## src/rtl/routing_table_prog_if.sv

```systemverilog
// Purpose: bundles the config-write, lookup handshake and miss-counter signals of routing_table_prog.
// Latency: none, this is wiring only; the timing lives in routing_table_prog.
// Backpressure: lk_resp_ready flows toward the table, and lk_req_ready flows back to the requester.
interface routing_table_prog_if #(
   parameter int SOURCE_WD   = 4,
   parameter int PATH_WD     = 7,
   parameter int MISS_CNT_WD = 8
);
   // configuration port
   logic                   cfg_we;
   logic [SOURCE_WD-1:0]   cfg_addr;
   logic [PATH_WD-1:0]     cfg_path;
   logic                   cfg_valid;
   logic                   cfg_clr_all;
   // lookup request / response
   logic                   lk_req_valid;
   logic                   lk_req_ready;
   logic [SOURCE_WD-1:0]   lk_addr;
   logic                   lk_resp_valid;
   logic                   lk_resp_ready;
   logic [PATH_WD-1:0]     lk_path;
   logic                   lk_hit;
   // miss statistics
   logic [MISS_CNT_WD-1:0] miss_count;
   logic                   miss_clr;

   // requester / programmer side
   modport master (
      output cfg_we, cfg_addr, cfg_path, cfg_valid, cfg_clr_all,
      output lk_req_valid, lk_addr, lk_resp_ready, miss_clr,
      input  lk_req_ready, lk_resp_valid, lk_path, lk_hit, miss_count
   );

   // routing table side
   modport slave (
      input  cfg_we, cfg_addr, cfg_path, cfg_valid, cfg_clr_all,
      input  lk_req_valid, lk_addr, lk_resp_ready, miss_clr,
      output lk_req_ready, lk_resp_valid, lk_path, lk_hit, miss_count
   );
endinterface

```

## src/rtl/routing_table_prog.sv

```systemverilog
// Purpose: run-time programmable source-address -> source-route table with valid bits and a miss counter.
// Latency: 1 cycle from lookup acceptance to lk_resp_valid; 1 lookup per cycle while lk_resp_ready=1.
// Backpressure: single output register; lk_req_ready = !lk_resp_valid | lk_resp_ready, and a held response stays stable.
module routing_table_prog #(
   parameter int SOURCE_WD   = 4,
   parameter int PATH_WD     = 7,
   parameter int MISS_CNT_WD = 8
) (
   input  logic                 clk,
   input  logic                 rst_n,
   routing_table_prog_if.slave  bus
);
   localparam int DEPTH = 1 << SOURCE_WD;
   localparam logic [MISS_CNT_WD-1:0] MISS_MAX = '1;

   // table storage
   logic [PATH_WD-1:0]     path_q [DEPTH];
   logic [PATH_WD-1:0]     path_d [DEPTH];
   logic [DEPTH-1:0]       valid_q, valid_d;

   // response register and statistics
   logic                   resp_valid_q, resp_valid_d;
   logic [PATH_WD-1:0]     lk_path_q, lk_path_d;
   logic                   lk_hit_q, lk_hit_d;
   logic [MISS_CNT_WD-1:0] miss_cnt_q, miss_cnt_d;

   logic                   req_ready;
   logic                   accept;
   logic                   entry_valid;
   logic [PATH_WD-1:0]     entry_path;

   // The output register can take a new lookup whenever it is empty or being drained this cycle.
   assign req_ready   = !resp_valid_q | bus.lk_resp_ready;
   assign accept      = bus.lk_req_valid & req_ready;
   // Reads use the registered table, so a same-cycle write is not visible (old-data semantics).
   assign entry_valid = valid_q[bus.lk_addr];
   assign entry_path  = path_q[bus.lk_addr];

   // Table update: clear-all wins over a coincident single-entry write, and it only drops valid bits.
   always_comb begin
      path_d  = path_q;
      valid_d = valid_q;
      if (bus.cfg_clr_all) begin
         valid_d = '0;
      end else if (bus.cfg_we) begin
         path_d[bus.cfg_addr]  = bus.cfg_path;
         valid_d[bus.cfg_addr] = bus.cfg_valid;
      end
   end

   // Response register: load on accept, retire on drain; path/hit keep their last values after retire.
   always_comb begin
      resp_valid_d = resp_valid_q;
      lk_path_d    = lk_path_q;
      lk_hit_d     = lk_hit_q;
      if (accept) begin
         resp_valid_d = 1'b1;
         lk_hit_d     = entry_valid;
         lk_path_d    = entry_valid ? entry_path : '0;
      end else if (bus.lk_resp_ready) begin
         resp_valid_d = 1'b0;
      end
   end

   // Miss counter: saturating increment per accepted miss; a clear overrides a coincident miss.
   always_comb begin
      miss_cnt_d = miss_cnt_q;
      if (bus.miss_clr) begin
         miss_cnt_d = '0;
      end else if (accept && !entry_valid && (miss_cnt_q != MISS_MAX)) begin
         miss_cnt_d = miss_cnt_q + 1'b1;
      end
   end

   // State registers; reset discards the table contents and any held response.
   always_ff @(posedge clk or negedge rst_n) begin
      if (!rst_n) begin
         path_q       <= '{default: '0};
         valid_q      <= '0;
         resp_valid_q <= 1'b0;
         lk_path_q    <= '0;
         lk_hit_q     <= 1'b0;
         miss_cnt_q   <= '0;
      end else begin
         path_q       <= path_d;
         valid_q      <= valid_d;
         resp_valid_q <= resp_valid_d;
         lk_path_q    <= lk_path_d;
         lk_hit_q     <= lk_hit_d;
         miss_cnt_q   <= miss_cnt_d;
      end
   end

   assign bus.lk_req_ready  = req_ready;
   assign bus.lk_resp_valid = resp_valid_q;
   assign bus.lk_path       = lk_path_q;
   assign bus.lk_hit        = lk_hit_q;
   assign bus.miss_count    = miss_cnt_q;
endmodule

```

## src/flat_wrapper.sv

```systemverilog
// flat-port wrapper written by rule: the top's interface ports become plain ports
module routing_table_prog_flat 
#(
   parameter int SOURCE_WD   = 4,
   parameter int PATH_WD     = 7,
   parameter int MISS_CNT_WD = 8
)
  (clk, rst_n, bus_cfg_we, bus_cfg_addr, bus_cfg_path, bus_cfg_valid, bus_cfg_clr_all, bus_lk_req_valid, bus_lk_addr, bus_lk_resp_ready, bus_miss_clr, bus_lk_req_ready, bus_lk_resp_valid, bus_lk_path, bus_lk_hit, bus_miss_count);
  routing_table_prog_if #(.SOURCE_WD(SOURCE_WD), .PATH_WD(PATH_WD), .MISS_CNT_WD(MISS_CNT_WD)) bus_i ();
  input  logic clk;
  input  logic rst_n;
  input wire logic [$bits(bus_i.cfg_we)-1:0] bus_cfg_we;
  input wire logic [$bits(bus_i.cfg_addr)-1:0] bus_cfg_addr;
  input wire logic [$bits(bus_i.cfg_path)-1:0] bus_cfg_path;
  input wire logic [$bits(bus_i.cfg_valid)-1:0] bus_cfg_valid;
  input wire logic [$bits(bus_i.cfg_clr_all)-1:0] bus_cfg_clr_all;
  input wire logic [$bits(bus_i.lk_req_valid)-1:0] bus_lk_req_valid;
  input wire logic [$bits(bus_i.lk_addr)-1:0] bus_lk_addr;
  input wire logic [$bits(bus_i.lk_resp_ready)-1:0] bus_lk_resp_ready;
  input wire logic [$bits(bus_i.miss_clr)-1:0] bus_miss_clr;
  output wire logic [$bits(bus_i.lk_req_ready)-1:0] bus_lk_req_ready;
  output wire logic [$bits(bus_i.lk_resp_valid)-1:0] bus_lk_resp_valid;
  output wire logic [$bits(bus_i.lk_path)-1:0] bus_lk_path;
  output wire logic [$bits(bus_i.lk_hit)-1:0] bus_lk_hit;
  output wire logic [$bits(bus_i.miss_count)-1:0] bus_miss_count;
  assign bus_i.cfg_we = bus_cfg_we;
  assign bus_i.cfg_addr = bus_cfg_addr;
  assign bus_i.cfg_path = bus_cfg_path;
  assign bus_i.cfg_valid = bus_cfg_valid;
  assign bus_i.cfg_clr_all = bus_cfg_clr_all;
  assign bus_i.lk_req_valid = bus_lk_req_valid;
  assign bus_i.lk_addr = bus_lk_addr;
  assign bus_i.lk_resp_ready = bus_lk_resp_ready;
  assign bus_i.miss_clr = bus_miss_clr;
  assign bus_lk_req_ready = bus_i.lk_req_ready;
  assign bus_lk_resp_valid = bus_i.lk_resp_valid;
  assign bus_lk_path = bus_i.lk_path;
  assign bus_lk_hit = bus_i.lk_hit;
  assign bus_miss_count = bus_i.miss_count;
  routing_table_prog #(.SOURCE_WD(SOURCE_WD), .PATH_WD(PATH_WD), .MISS_CNT_WD(MISS_CNT_WD)) u_core (.clk(clk), .rst_n(rst_n), .bus(bus_i));
endmodule
```

## config.mk

```make
export PLATFORM = sky130hd
export DESIGN_NAME = routing_table_prog_flat
export DESIGN_NICKNAME = d
export VERILOG_FILES = /design/src/rtl/routing_table_prog_if.sv /design/src/rtl/routing_table_prog.sv /design/src/flat_wrapper.sv
export SDC_FILE = /design/constraint.sdc
export NUM_CORES = 1
export LEC_CHECK = 0
export BUFFER_PORTS_ARGS = -buffer_cell sky130_fd_sc_hd__buf_2
export CAP_MARGIN = 10
export CORE_ASPECT_RATIO = 1.2
export CORE_MARGIN = 3
export CORE_UTILIZATION = 41
export DETAILED_ROUTE_END_ITERATION = 10
export PLACE_DENSITY = 0.58
export SYNTH_ARGS = -nofsm -noshare
export SYNTH_HDL_FRONTEND = slang
export SYNTH_SLANG_ARGS = --single-unit
```

## constraint.sdc

```tcl
create_clock -name clk -period 2.2 [get_ports clk]
set_input_delay 0.33 -clock clk [delete_from_list [all_inputs] [get_ports clk]]
set_output_delay 0.33 -clock clk [all_outputs]
set_load 0.005 [all_outputs]
```

==> summary by stage <==
STA
The number of failing setup endpoints in the final timing report is 0. The number of hold violations in the final report came to 0. The minimum period implied by the final worst setup slack is 2.01 ns.

The setup total negative slack is 0 ns. For the pin with the worst max-slew slack, the measured transition is between 0.8 and 0.9 ns. Setup repair after global routing left no endpoint under its margin.

The post-route fraction of the period consumed by the critical path is between 90% and 100%. Headroom to the max-slew limit came out at between 40 and 50%. The top achievable clock speed is between 400 and 500 MHz. The count of pins over their slew limit is 0. The worst-case clock skew is 0.00611 ns.

Critical path
The worst setup path is captured at a flip-flop. In this run the critical register-to-register path is launched from u_core.bus.miss_count[0]. The worst setup path is of the reg2reg kind. The largest fanout on the critical path is 9. The data arrival time of the critical path is 2.32 ns. The end of the critical path is u_core.bus.miss_count[3]. STA classifies the critical path startpoint as a flip-flop. The worst setup path startpoint is u_core.bus.miss_count[0]. For the worst setup path, the data required time is between 2 and 3 ns. The minimum setup slack among reg-to-reg paths is 0.19 ns. The worst register-to-register path ends at u_core.bus.miss_count[3]. Measured in cells, the most critical reg-to-reg path has a length of 7.

Final layout
Leaving out fill and tap cells, the most frequent cells in the layout are dfrtp_1 (145), mux2_2 (114), nand2_1 (44), buf_2 (39), mux4_2 (32). The final instance count without filler cells is between 700 and 800. The fraction of final layout cells sized beyond drive strength 1 is 43.8%. The final standard cell area without fillers is ~8000 um^2. The repair_antennas step left the layout with diodes totalling 0. The final layout contains around 560 nets.

The library cell used most frequently in the layout, excluding fill and tap cells, is dfrtp_1. Compared with the post-synthesis result, the final layout area differs by 16.9%.

Yosys
For this run, the number of Yosys warnings is 0. The synthesized flop and latch total is approximately 150. The top flip-flop cell by instance count after synthesis is dfrtp_1. The number of enable-type register cells in the synthesized netlist is 0. The cell count after synthesis came out at between 400 and 500. The number of different library cells in the post-synthesis netlist is 37. The mean cell area of the mapped netlist is ~14 um^2. The sequential-to-total area share from yosys stat is 54.1%. The synthesized netlist occupies a cell area of about 6700 um^2. The number of nets in the synthesized netlist is 512. The post-synthesis async set-or-reset flop share is 100%.

Die
In this run the vertical extent of the chip is 146 um. From left edge to right edge, the die measures around 120 um. The number of I/O pins is between 40 and 50.

The initial utilization of the core area, before any placement, comes to a little over two fifths. The region available for standard cell placement spans ~16000 um^2. The die covers 17900 um^2. After floorplanning, the core was divided into 50 placement rows.

Routing
The post-route antenna net violation count is 0. The total detailed-routing wirelength is around 15 mm. After detailed routing, no signal wire sits above met4. The per-cell routed wire length is between 15 and 20 um. Using the TritonRoute via totals, the vias-per-cell ratio works out to 5.64. The iteration count of the initial detailed-routing pass is 4. For this run, design rule violations remaining after detail routing come to 0.

The routed design uses 612 um of met3 wire. The number of design-rule violations left by the first detailed-router iteration is between 200 and 300. The sum of routed wire segments on met1 is 6.60 mm.

The amount of wire on met2 after detailed routing is around 7.5 mm. The number of vias after detailed routing is 4264.

Global routing
Entering global routing, the biggest net connects ~50 pins. The initial antenna violation count is 0. The via count of the first global-routing pass is 4495. The first-pass GRT wire length is 24.6 mm. The global routing usage summed across all routing layers is a little under a fifth. The sum of overflow across all layers after global routing is 0.

Placement
After detailed placement, the total cell area comes to roughly 7200 um^2. At the end of routability-driven placement, the weighted congestion stood at around 0.79. The post-detailed-placement half-perimeter wirelength is around 10 mm. The number of instances in the placed design is 723. Input and output buffers added on the ports amount to 40.

Power and ir drop
The static power due to leakage is 3.56 nW. The worst-case IR drop observed on VDD is slightly above 500 uV. Overall power consumption after layout is estimated at a little over 7 mW. For this design the ratio of total power to cell area is about 900 nW/um^2.

Clock tree
The number of resized instances in the post-cts repair step is 0. The H-tree was split into 4 levels. The clock passes through at most 2 buffers.

TritonCTS built the clock tree. The number of buffers created by CTS is 17. The number of clock sinks is about 150. The library cell used as clock root buffer is clkbuf_16. At the later pin of the worst-skew pair, clock insertion delay measures about 0.42 ns.

The clock transition at the registers of the reported paths is 0.06 ns.

Run
The number of max-cap violations is 0.

Worst hold path
The worst hold path class is in2reg.

Run status
The flow ran to the end, and the final reports show no timing, DRC or antenna violations.
==> metrics by stage <==
| stage | hold slack, ns | util [%] | setup slack (ns) |
|---|---|---|---|
| global placement | 0.238 | 45.7 | 0.0504 |
| global route | 0.131 | 49.5 | 0.127 |
| CTS | 0.107 | 49.5 | 0.198 |
| floorplan | 0.0344 | - | 0.171 |
| finish | 0.123 | 49.5 | 0.186 |
| detailed placement | 0.245 | 45.7 | 0.0337 |
==> Yosys cell counts (4+ instances only) <==
cell / count / area share, %
mux4_2: 32 / 11
a21oi_1: 15 / 1.1
clkbuf_1: 24 / 1.3
nor2b_1: 8 / 0.75
buf_2: 4 / 0.30
nand2_1: 44 / 2.5
mux2_2: 114 / 19
mux2i_1: 5 / 0.75
nand3_1: 19 / 1.4
dfrtp_1: 145 / 54
a22oi_1: 14 / 1.6
a21o_1: 7 / 0.78
a211oi_1: 7 / 0.78
nor2_1: 14 / 0.78
==> report_power, final <==
group / switching, mW / internal [mW] / total (mW) / leakage (nW)
Sequential: 0.195 / 3.08 / 3.27 / 1.89
Clock: 1.08 / 1.78 / 2.86 / 0.288
Combinational: 0.372 / 0.561 / 0.933 / 1.39
==> flip-flops by register name (all words and copies together) (netlist names) <==
register                  count
u_core.valid_q               16
u_core.bus.lk_hit             1
u_core.bus.miss_count         8
u_core.bus.lk_resp_valid      1
u_core.path_q               112
u_core.bus.lk_path            7
==> layer usage <==
layer / vias up / GRT usage [%]
li1: 1903 / -
met3: 24 / 3.76
met1: 2243 / 24.2
met2: 94 / 29.1
met5: - / 0
met4: 0 / 6.61
==> layout make-up <==
class                           count  area (um^2)
Clock buffer                       22          484
Clock inverter                     10          108
Fill cell                        1404         7990
Inverter                            1         3.75
Multi-Input combinational cell    309         2920
Sequential cell                   145         3630
Tap cell                          208          260
Timing Repair Buffer               61          429
==> kinds of logic after synthesis <==
| family | synth area share, % |
|---|---|
| adder cells (fa/ha/maj) | 0.187 |
| XOR/XNOR | 0.131 |
| buffers and inverters | 2.28 |
| flip-flops | 54.1 |
| multiplexers | 30.6 |
| AND/OR/NAND/NOR | 7.60 |
| AO/OA/AOI/OAI | 5.04 |
==> worst min path at each step <==
stage	from	to	slack (ns)	cells after the start
2_1_floorplan	rst_n	u_core.bus.lk_hit	0.03	0
3_3_place_gp	rst_n	u_core.valid_q[8]	0.24	1
3_5_place_dp	rst_n	u_core.valid_q[8]	0.25	1
4_1_cts	bus_lk_req_valid	u_core.bus.lk_resp_valid	0.11	2
5_1_grt	bus_lk_req_valid	u_core.bus.lk_resp_valid	0.13	2
6_report	bus_lk_req_valid	u_core.bus.lk_resp_valid	0.12	2
==> what timing repair did <==
action | CTS | global route
hold buffers | 1 | 0
hold endpoints to repair | 31 | 0
endpoints found under the setup margin | 0 | 0
buffers inserted | 0 | 0
==> critical path: stages, from the launching register on <==
cell and delay (ns):
dfrtp_1 0.43, ha_1 0.25, nand3_1 0.18, o211a_1 0.23, nand4_2 0.16, buf_4 0.20, nor2_1 0.11, mux2_2 0.33
Note: power is estimated with default switching activity, not from simulation.
